<file path="src/rtl/ctrl_pkg.sv">
// Shared constants for the 8-bit bus computer control sequencer:
// control-word bit map, opcodes, T-states and per-opcode last step.
package ctrl_pkg;

   localparam int CW_W = 16;

   localparam int B_HLT = 15;
   localparam int B_MI  = 14;
   localparam int B_RI  = 13;
   localparam int B_RO  = 12;
   localparam int B_IO  = 11;
   localparam int B_II  = 10;
   localparam int B_AI  = 9;
   localparam int B_AO  = 8;
   localparam int B_EO  = 7;
   localparam int B_SU  = 6;
   localparam int B_BI  = 5;
   localparam int B_OI  = 4;
   localparam int B_CE  = 3;
   localparam int B_CO  = 2;
   localparam int B_J   = 1;
   localparam int B_FI  = 0;

   localparam logic [3:0] OP_NOP = 4'b0000;
   localparam logic [3:0] OP_LDA = 4'b0001;
   localparam logic [3:0] OP_ADD = 4'b0010;
   localparam logic [3:0] OP_SUB = 4'b0011;
   localparam logic [3:0] OP_STA = 4'b0100;
   localparam logic [3:0] OP_LDI = 4'b0101;
   localparam logic [3:0] OP_JMP = 4'b0110;
   localparam logic [3:0] OP_JC  = 4'b0111;
   localparam logic [3:0] OP_JZ  = 4'b1000;
   localparam logic [3:0] OP_OUT = 4'b1110;
   localparam logic [3:0] OP_HLT = 4'b1111;

   typedef enum logic [2:0] {
      T0 = 3'd0,
      T1 = 3'd1,
      T2 = 3'd2,
      T3 = 3'd3,
      T4 = 3'd4
   } t_state_e;

   // Final active execute step; unknown opcodes behave as NOP (T2).
   function automatic t_state_e last_step(input logic [3:0] op);
      case (op)
         OP_ADD, OP_SUB: return T4;
         OP_LDA, OP_STA: return T3;
         default:        return T2;
      endcase
   endfunction

endpackage

</file>
<file path="src/rtl/control_decode.sv">
// Combinational microcode ROM: (step, opcode, flags, halted) -> control word
// plus a flag marking the opcode's final active step.
module control_decode
   import ctrl_pkg::*;
(
   input  logic [2:0]      step,
   input  logic [3:0]      opcode,
   input  logic            flag_c,
   input  logic            flag_z,
   input  logic            halted,
   output logic [CW_W-1:0] ctrl_word,
   output logic            last
);

   always_comb begin
      ctrl_word = '0;
      last      = 1'b0;
      if (halted) begin
         ctrl_word[B_HLT] = 1'b1;
      end else begin
         case (step)
            // Fetch words ignore opcode so the IR load in T1 cannot glitch them.
            T0: begin
               ctrl_word[B_CO] = 1'b1;
               ctrl_word[B_MI] = 1'b1;
            end
            T1: begin
               ctrl_word[B_RO] = 1'b1;
               ctrl_word[B_II] = 1'b1;
               ctrl_word[B_CE] = 1'b1;
            end
            default: begin
               last = (step == last_step(opcode));
               case (opcode)
                  OP_LDA, OP_ADD, OP_SUB, OP_STA: begin
                     if (step == T2) begin
                        ctrl_word[B_IO] = 1'b1;
                        ctrl_word[B_MI] = 1'b1;
                     end else if (step == T3) begin
                        if (opcode == OP_STA) begin
                           ctrl_word[B_AO] = 1'b1;
                           ctrl_word[B_RI] = 1'b1;
                        end else begin
                           ctrl_word[B_RO] = 1'b1;
                           if (opcode == OP_LDA) ctrl_word[B_AI] = 1'b1;
                           else                  ctrl_word[B_BI] = 1'b1;
                        end
                     end else if (step == T4 && (opcode == OP_ADD || opcode == OP_SUB)) begin
                        ctrl_word[B_EO] = 1'b1;
                        ctrl_word[B_AI] = 1'b1;
                        ctrl_word[B_FI] = 1'b1;
                        ctrl_word[B_SU] = (opcode == OP_SUB);
                     end
                  end
                  OP_LDI: begin
                     if (step == T2) begin
                        ctrl_word[B_IO] = 1'b1;
                        ctrl_word[B_AI] = 1'b1;
                     end
                  end
                  OP_JMP, OP_JC, OP_JZ: begin
                     // Conditional jumps collapse to an all-zero T2 when not taken.
                     if (step == T2 && ((opcode == OP_JMP) ||
                                        (opcode == OP_JC && flag_c) ||
                                        (opcode == OP_JZ && flag_z))) begin
                        ctrl_word[B_IO] = 1'b1;
                        ctrl_word[B_J]  = 1'b1;
                     end
                  end
                  OP_OUT: begin
                     if (step == T2) begin
                        ctrl_word[B_AO] = 1'b1;
                        ctrl_word[B_OI] = 1'b1;
                     end
                  end
                  OP_HLT: begin
                     if (step == T2) ctrl_word[B_HLT] = 1'b1;
                  end
                  default: ;
               endcase
            end
         endcase
      end
   end

endmodule

</file>
<file path="src/rtl/control_sequencer.sv">
// Microcoded control unit: T-state counter and halt latch on the rising edge,
// control word decoded combinationally so it settles before the falling-edge latches.
module control_sequencer
   import ctrl_pkg::*;
#(
   parameter bit EARLY_END = 1'b1
)(
   input  logic        clk,
   input  logic        reset_n,
   input  logic [3:0]  opcode,
   input  logic        flag_c,
   input  logic        flag_z,
   output logic [15:0] ctrl_word,
   output logic [2:0]  step,
   output logic        halted
);

   t_state_e        state_q, state_d;
   logic            halted_q, halted_d;
   logic [CW_W-1:0] dec_word;
   logic            dec_last;

   control_decode u_decode (
      .step      (state_q),
      .opcode    (opcode),
      .flag_c    (flag_c),
      .flag_z    (flag_z),
      .halted    (halted_q),
      .ctrl_word (dec_word),
      .last      (dec_last)
   );

   always_ff @(posedge clk or negedge reset_n) begin
      if (!reset_n) begin
         state_q  <= T0;
         halted_q <= 1'b0;
      end else begin
         state_q  <= state_d;
         halted_q <= halted_d;
      end
   end

   // Once halted, state is frozen at T2 until reset.
   always_comb begin
      state_d  = state_q;
      halted_d = halted_q;
      if (!halted_q) begin
         if (state_q == T2 && opcode == OP_HLT) begin
            halted_d = 1'b1;
         end else if ((EARLY_END && dec_last) || state_q == T4) begin
            state_d = T0;
         end else begin
            state_d = t_state_e'(state_q + 3'd1);
         end
      end
   end

   // Bus is released for the whole reset window, not just after the next edge.
   assign ctrl_word = reset_n ? dec_word : '0;
   assign step      = state_q;
   assign halted    = halted_q;

endmodule

</file>
<file path="config.mk">
export PLATFORM = sky130hd
export DESIGN_NAME = control_sequencer
export DESIGN_NICKNAME = d
export VERILOG_FILES = /design/src/rtl/ctrl_pkg.sv /design/src/rtl/control_decode.sv /design/src/rtl/control_sequencer.sv
export SDC_FILE = /design/constraint.sdc
export NUM_CORES = 1
export LEC_CHECK = 0
export CAP_MARGIN = 40
export CORE_ASPECT_RATIO = 1.2
export CORE_MARGIN = 5
export CORE_UTILIZATION = 43
export DETAILED_ROUTE_END_ITERATION = 10
export PLACE_DENSITY_LB_ADDON = 0.05
export RECOVER_POWER = 100
export SLEW_MARGIN = 30
export SYNTH_ARGS = -nofsm -noshare
export SYNTH_HDL_FRONTEND = slang
export SYNTH_HIERARCHICAL = 1
export SYNTH_SLANG_ARGS = --single-unit
</file>
<file path="constraint.sdc">
create_clock -name clk -period 2.65 [get_ports clk]
set_input_delay 0.795 -clock clk [delete_from_list [all_inputs] [get_ports clk]]
set_output_delay 0.795 -clock clk [all_outputs]
set_load 0.005 [all_outputs]
</file>
==> flow_summary.json <==
{
  "power_frac_seq": 0.195,
  "io_buffers": 27,
  "worstPathArrival_ps": 2020,
  "wirelength_mm": 2.80,
  "wl_met1_mm": 1.05,
  "fp.coreArea_sq_mm": 0.00162,
  "syn_to_final_growth_pct": 89.1,
  "timing.final.ws_setup_ps": -168,
  "crit_fanout": 5,
  "layout_min_cycle_time_ps": 2820,
  "ys_seq_elements": 4,
  "synth.avg_cell_area_sq_um": 7.86,
  "ys_seq_area_frac": 0.138,
  "synth_cell_types": 39,
  "start_util": 0.446,
  "wl_per_cell_microns": 16.2,
  "grtUsageTotal": 0.210,
  "status": "finished, violations left",
  "syn-cell-area_sq_um": 723,
  "clock_skew_ps": 6.53,
  "final-setup-viol-count": 11,
  "internal-power_uw": 444,
  "layout_commonest_cell": "buf_4",
  "num_vias": 938,
  "combPwrFrac": 0.717,
  "final_cells": 173,
  "critPathLaunchType": "input pin",
  "hold_buffers": 0,
  "final_hold_viol_count": 0,
  "grt_pass1_vias": 927,
  "ctsRootBufferMaster": "clkbuf_4",
  "rows": 16,
  "hpwl_mm": 1.59,
  "nNetsFinal": 168,
  "final_layout_size_suffix_gt1_frac": 0.516,
  "top_layer_used": "met4",
  "antenna_found_initial": 0,
  "path_clk_slew_ps": 40,
  "maxCapViolations": 0,
  "clock_sinks": 4,
  "utilization": 0.843,
  "max_freq_ghz": 0.355,
  "wl_met2_mm": 1.54,
  "die_h_microns": 54.9,
  "yosysWarnings": 6,
  "hold_path.class": "flip-flop to flip-flop",
  "vdd_drop_max_v": 0.000586,
  "endpoint_kind": "output port",
  "crit_type": "input pin to output port",
  "min_period_over_period": 1.06,
  "wl_met3_microns": 155,
  "fillers": 104,
  "p_per_area_mw_per_mm2": 600,
  "synth_flop_cell": "dfrtp_1",
  "drc": 0,
  "final_max_slew_viol_count": 0,
  "final_cell_mix": "buf_4 (25), buf_6 (18), and2_1 (16)",
  "worstMarginPinSlew_ps": 359,
  "netlist_instances": 92,
  "clock_power_share": 0.088,
  "cts_inserted_buffers": 3,
  "grt_pass1_wl_mm": 3.96,
  "die_w_microns": 47.4,
  "power.switching_uw": 376,
  "viasPerCell": 5.42,
  "cp_data_required_time_ps": 1860,
  "slew_headroom": 0.761,
  "antenna_cells": 0,
  "gr-total-overflow": 0,
  "placed_cells": 151,
  "syn-num-nets": 103,
  "dieArea_sq_mm": 0.00261,
  "switching_share": 0.458,
  "first_iter_violations": 9,
  "cts_tree": "yes",
  "leakage_nw": 0.668,
  "clkLatencyLatePin_ps": 230,
  "async_reset_ff_frac": 1.00,
  "synth-edff-count": 0,
  "violations": "setup timing",
  "rsz0062_at_grt": "true",
  "cts_max_level": 1,
  "firstDrtPassIters": 4,
  "grt_max_degree": 10,
  "design.portCount": 28,
  "ant_nets": 0,
  "cts_buffer_depth": 2,
  "routabilityCongestion": 0.728
}
[routing by layer]
metal | vias to the layer above | GRT usage
li1 | 447 | -
met1 | 454 | 0.227
met2 | 31 | 0.417
met3 | 6 | 0.0194
met4 | 0 | 0.0553
met5 | - | 0
[worst max-delay path: stages]
cell	delay (ps)
buf_6	100
buf_6	120
nor3b_4	260
nand3_2	140
buf_6	150
a211oi_2	190
and2_1	160
buf_2	110
[Yosys cell counts, types with 3 or more instances]
master / instances / area (sq um)
and2_1: 17 / 106
nor4b_1: 3 / 26.3
dfrtp_1: 4 / 100
a21oi_1: 4 / 20.0
mux2i_1: 3 / 30.0
inv_1: 4 / 15.0
nand2_1: 5 / 18.8
nor2_1: 8 / 30.0
buf_4: 4 / 30.0
ha_1: 3 / 37.5
[through the flow]
step	instance area, sq um	setup slack [ps]	hold WS [ps]	power (mW)	setup TNS (ps)
after floorplan	723	197	499	0.453	0
after global placement	1120	-808	760	0.682	-9440
after detailed placement	1120	-817	754	0.698	-9790
after CTS	1290	-107	737	0.804	-194
after global routing	1370	-201	890	0.886	-1420
final	1370	-168	853	0.820	-864
[registers in the layout (all words and copies together) (netlist names)]
signal / cells
step: 3
halted: 1
[timing repair]
action                                  4_1_cts  5_1_grt
endpoints found under the setup margin       16       13
resized for setup                            87       19
setup buffers                                16        6
pin swaps                                    22       19
cloned                                        0        0
[final timing paths]
path                                      from             endpoint  slack (ps)  cells after the start
max                                  opcode[3]         ctrl_word[9]        -170                      8
min                        step[1]$_DFFE_PN0P_  step[1]$_DFFE_PN0P_         850                      3
max reg2reg                step[1]$_DFFE_PN0P_  step[2]$_DFFE_PN0P_         740                      7
min reg2reg                step[1]$_DFFE_PN0P_  step[1]$_DFFE_PN0P_         850                      3
max in group asynchronous              reset_n  step[2]$_DFFE_PN0P_        1540                      3
min in group asynchronous              reset_n     halted$_DFF_PN0_         910                      3
[layout make-up]
| cell class | count | area (sq um) | area share |
|---|---|---|---|
| tap | 18 | 22.5 | 0.0165 |
| multi-input combinational | 75 | 636 | 0.465 |
| inverter | 4 | 15.0 | 0.0110 |
| timing repair buffer | 69 | 572 | 0.418 |
| sequential | 4 | 100 | 0.0732 |
| clock buffer | 3 | 22.5 | 0.0165 |
[power groups by stage]
stage                     Clock (mW)  Sequential, mW  Combinational, mW
after detailed placement           0           0.147              0.550
final                         0.0723           0.160              0.588
after global routing          0.0813           0.165              0.640
after CTS                     0.0764           0.153              0.575
after global placement             0           0.147              0.535
after floorplan                    0           0.140              0.313
[cell families after synthesis]
family	share of synthesized area
muxes	0.0415
buffers and inverters	0.112
DFF	0.138
and+or+nand+nor	0.481
xor gates and xnor gates	0.0363
adders and majority gates	0.0519
AOI/OAI and AO/OA	0.138
Power figures use the tool's default switching activity.
==> variant 1 (config.mk and constraints unchanged) <==
Register the output `ctrl_word`, with the module's reset; this adds one clock of latency there. The other outputs are not delayed to match.
--- a/src/rtl/control_sequencer.sv
+++ b/src/rtl/control_sequencer.sv
@@ -14,6 +14,8 @@
    output logic [2:0]  step,
    output logic        halted
 );
+
+   logic [15:0] ctrl_word_d;
 
    t_state_e        state_q, state_d;
    logic            halted_q, halted_d;
@@ -56,9 +58,17 @@
    end
 
    // Bus is released for the whole reset window, not just after the next edge.
-   assign ctrl_word = reset_n ? dec_word : '0;
+   assign ctrl_word_d = reset_n ? dec_word : '0;
    assign step      = state_q;
    assign halted    = halted_q;
 
+   always_ff @(posedge clk or negedge reset_n) begin
+      if (!reset_n) begin
+         ctrl_word <= '0;
+      end else begin
+         ctrl_word <= ctrl_word_d;
+      end
+   end
+
 endmodule
 
Behaviour: not the same (a bounded check fails within 4 cycles, from zero or initial values and one cycle with reset_n low).
==> variant 1 against the original RTL <==
Hold slack worse by 0.10 ns. Clock skew fell by 0.0018 ns. Area after synthesis is 55% higher. Combinational power is 24% lower. Power up 28%. Maximum frequency is 18% higher. Critical path depth shrank 2. Cell area grew 5.9%. Die area up 44%. Non-clock buffer count decreased by 35. Sequential cell count is 16 higher. Sequential share of layout area up 27 points. Wire length decreased by 29%. Setup slack improved by 0.43 ns. Largest cell class unchanged.
==> variant 1: results (changes against the original RTL) <==
\begin{tabular}{lr}
\hline
Metric & Value \\
\hline
\multicolumn{2}{l}{\textbf{Setup path}} \\
Worst setup slack for register-to-register paths & 0.92 ns (was 0.74 ns) \\
Capturing element of the worst setup path & ctrl\_word[8] (was ctrl\_word[9]) \\
Biggest cell delay along the critical path & 0.63 ns (was 0.26 ns) \\
Family with the most delay on the worst path & buffers and inverters (was simple AND/OR/NAND/NOR gates) \\
Origin of the worst setup path & opcode[2] (was opcode[3]) \\
\multicolumn{2}{l}{\textbf{Timing}} \\
Slew margin rel. & 0.7216 (was 0.7607) \\
Max Clock Skew & 0.004702 ns (was 0.006528 ns) \\
\multicolumn{2}{l}{\textbf{Placement}} \\
HPWL after detailed placement & 1.477 mm (was 1.588 mm) \\
Last weighted congestion value of the routability-driven placer & 0.8506 (was 0.7275) \\
\multicolumn{2}{l}{\textbf{Yosys}} \\
Synth Area in Adders & 0.03341 (was 0.05190) \\
Fraction of the mapped netlist area in compound gates & 0.08909 (was 0.1384) \\
Xor-xnor portion of the synthesized cell area & 0.02339 (was 0.03633) \\
Multiplexer share of the synthesized area & 0.02673 (was 0.04152) \\
Syn nets & 119 (was 103) \\
\multicolumn{2}{l}{\textbf{Final layout}} \\
Proportion of final cell area spent on non-clock buffers & 0.2178 (was 0.4181) \\
Nets & 149 (was 168) \\
Number of non-clock buffers & 34 (was 69) \\
Layout clock area frac & 0.02506 (was 0.01647) \\
Fraction of final layout cells with drive strength greater than 1 & 0.1168 (was 0.5161) \\
Number of clock buffer instances in the layout & 4 (was 3) \\
Layout sequential cell count & 20 (was 4) \\
Multi-input logic area & 539.3 um\^{}2 (was 635.6 um\^{}2) \\
\multicolumn{2}{l}{\textbf{Global route}} \\
Total routing usage reported by global routing & 0.1157 (was 0.2105) \\
First-pass GRT wire length & 3.360 mm (was 3.960 mm) \\
Number of global-route vias before repair & 779 (was 927) \\
Met1 demand-to-capacity share in global routing & 0.1432 (was 0.2270) \\
M3 GR Usage & 0.02734 (was 0.01942) \\
\multicolumn{2}{l}{\textbf{Worst hold path}} \\
Startpoint of the tightest hold check path & step[2] (was step[1]) \\
Hold Crit Depth & 1 (was 3) \\
Worst hold path endpoint & step[2] (was step[1]) \\
\multicolumn{2}{l}{\textbf{Clock tree}} \\
Setup Fix Bufs, Post-CTS & 0 (was 16) \\
Clock latency on the worst-skew pair & 0.29 ns (was 0.23 ns) \\
\multicolumn{2}{l}{\textbf{Drt}} \\
Total Routed Length & 1.997 mm (was 2.800 mm) \\
Total met3 wirelength after detailed routing & 125 um (was 155 um) \\
\multicolumn{2}{l}{\textbf{Status}} \\
Outcome & finished, final reports clean (was finished with violations) \\
\hline
\end{tabular}
variant 1: cell count changes after synthesis, sizes merged:
cell   unedited run  this run
dfrtp             4        20
variant 1: through the flow:
step / std cells / cell area (um^2) / hold slack (ns) / worst slack (ns) / utilization
6_report: 170 / 1448 / 0.7488 / 0.2584 / 0.5728
5_1_grt: 170 / 1448 / 0.8122 / 0.1497 / 0.5728
4_1_cts: 170 / 1458 / 0.7542 / 0.3799 / 0.5767
3_5_place_dp: 166 / 1421 / 0.7381 / 0.07179 / 0.5624
3_3_place_gp: 166 / 1421 / 0.7290 / 0.1440 / 0.5624
2_1_floorplan: 108 / 1124 / 0.4994 / 0.5347 / -
variant 1: power by group:
part / leakage, uW / internal (uW) / switching [uW]
clock network: 0.0000210 / 83.7 / 87.1
logic: 0.000413 / 238 / 209
registers: 0.000270 / 359 / 77.6
total: 0.000704 / 680 / 373
==> variant 2 (same flow settings) <==
Without the edit above. `EARLY_END`: 1'b1 -> 1'b0.
--- a/src/rtl/control_sequencer.sv
+++ b/src/rtl/control_sequencer.sv
@@ -3,7 +3,7 @@
 module control_sequencer
    import ctrl_pkg::*;
 #(
-   parameter bit EARLY_END = 1'b1
+   parameter bit EARLY_END = 1'b0
 )(
    input  logic        clk,
    input  logic        reset_n,
Behaviour: not the same (Yosys sat finds a counterexample within 4 cycles, from zero or initial values and one cycle with reset_n low).
==> variant 2 against the original RTL <==
Power about the same. Critical path depth unchanged. Wire length down 21%. Area after synthesis shrank 6.7%. Setup slack improved by 0.11 ns. Critical endpoint unchanged. Cell area down 13%. The flow still finishes with violations (setup timing). First-iteration DRC count grew 22%. Sequential cell count stayed put. Critical path type unchanged.
==> variant 2: results (changes against the original RTL) <==
\begin{tabular}{lr}
\hline
Metric & Value \\
\hline
\multicolumn{2}{l}{\textbf{Status}} \\
Outcome & finished with violations (unchanged) \\
Violated checks & setup timing (unchanged) \\
\multicolumn{2}{l}{\textbf{Final layout}} \\
Fraction of final layout cells with drive strength greater than 1 & 0.4697 (was 0.5161) \\
FILL cells & 95 (was 104) \\
Nets & 145 (was 168) \\
\multicolumn{2}{l}{\textbf{Global route}} \\
First-pass GRT wire length & 3.332 mm (was 3.960 mm) \\
M3 GR Usage & 0.04762 (was 0.01942) \\
Maximum number of pins on one net before global-route repair & 18 (was 10) \\
\multicolumn{2}{l}{\textbf{Placement}} \\
Last weighted congestion value of the routability-driven placer & 0.7560 (was 0.7275) \\
HPWL after detailed placement & 1.425 mm (was 1.588 mm) \\
Place WS & -0.8619 ns (was -0.8170 ns) \\
Placed standard-cell area & 0.001040 mm\^{}2 (was 0.001122 mm\^{}2) \\
Post-placement cell count & 137 (was 151) \\
\multicolumn{2}{l}{\textbf{Timing}} \\
Setup-violating endpoint count in the final report & 3 (was 11) \\
Final WS setup & -0.05962 ns (was -0.1678 ns) \\
Max Clock Skew & 0.004318 ns (was 0.006528 ns) \\
Hold\_ws & 0.7586 ns (was 0.8533 ns) \\
Actual transition at the worst max-transition pin & 0.4320 ns (was 0.3590 ns) \\
\multicolumn{2}{l}{\textbf{Power and ir drop}} \\
Worst supply voltage drop on vdd & 0.0006041 V (was 0.0005855 V) \\
Standby leakage power & 0.0006176 uW (was 0.0006683 uW) \\
\multicolumn{2}{l}{\textbf{Setup path}} \\
Endpoint of the most critical register-to-register path & step[1] (was step[2]) \\
RR Startpoint & step[0] (was step[1]) \\
Worst setup slack for register-to-register paths & 0.51 ns (was 0.74 ns) \\
Peak fanout along the critical path & 4 (was 5) \\
Reg2reg path depth & 6 (was 7) \\
\multicolumn{2}{l}{\textbf{Yosys}} \\
Syn nets & 96 (was 103) \\
\multicolumn{2}{l}{\textbf{Clock tree}} \\
Clock latency on the worst-skew pair & 0.25 ns (was 0.23 ns) \\
\multicolumn{2}{l}{\textbf{Drt}} \\
Final routed wire length divided by cell count & 14.94 um (was 16.18 um) \\
Vias & 792 (was 938) \\
Total Routed Length & 2.226 mm (was 2.800 mm) \\
\hline
\end{tabular}
variant 2: worst register-to-register path, cell delays in order (launching register included):
cell and delay [ns]:
sky130_fd_sc_hd__dfrtp_1 0.46, sky130_fd_sc_hd__clkbuf_1 0.29, sky130_fd_sc_hd__inv_1 0.13, sky130_fd_sc_hd__ha_1 0.23
sky130_fd_sc_hd__and4b_1 0.21, sky130_fd_sc_hd__a31oi_1 0.37, sky130_fd_sc_hd__mux2_4 0.34
variant 2: report_power, final:
part           switching, uW  leakage, uW  internal [uW]  total (uW)
clock network           32.0    0.0000138           51.1        83.1
logic                    284     0.000556            316         600
registers               44.5    0.0000481           93.4         138
variant 2: how the worst max path moves through the flow:
stage / from / cells after the start / slack (ns) / end
finish: opcode[2] / 8 / -0.06 / ctrl_word[9]
global route: opcode[2] / 8 / -0.14 / ctrl_word[9]
CTS: opcode[1] / 6 / -0.13 / ctrl_word[14]
detailed placement: opcode[1] / 7 / -0.86 / ctrl_word[8]
global placement: opcode[1] / 7 / -0.82 / ctrl_word[8]
floorplan: opcode[2] / 5 / 0.20 / ctrl_word[11]
variant 2: cell type report:
class	count	area (um^2)	share of cell area
Multi-Input combinational cell	68	569.3	0.4800
Timing Repair Buffer	53	457.9	0.3861
Sequential cell	4	100.1	0.08439
Clock buffer	3	22.52	0.01899
Tap cell	17	21.27	0.01793
Inverter	4	15.01	0.01266
variant 2: metal layers:
layer | wire, um | part of all wire
met3 | 144 | 0.065
met5 | 0 | 0
met1 | 833 | 0.37
met4 | 32 | 0.014
met2 | 1215 | 0.55
variant 2: timing repair:
| action | 4_1_cts | 5_1_grt |
|---|---|---|
| pin swaps | 12 | 14 |
| setup buffers | 7 | 6 |
| cloned | 0 | 0 |
| gates resized for setup | 71 | 21 |
| setup endpoints to repair | 16 | 15 |
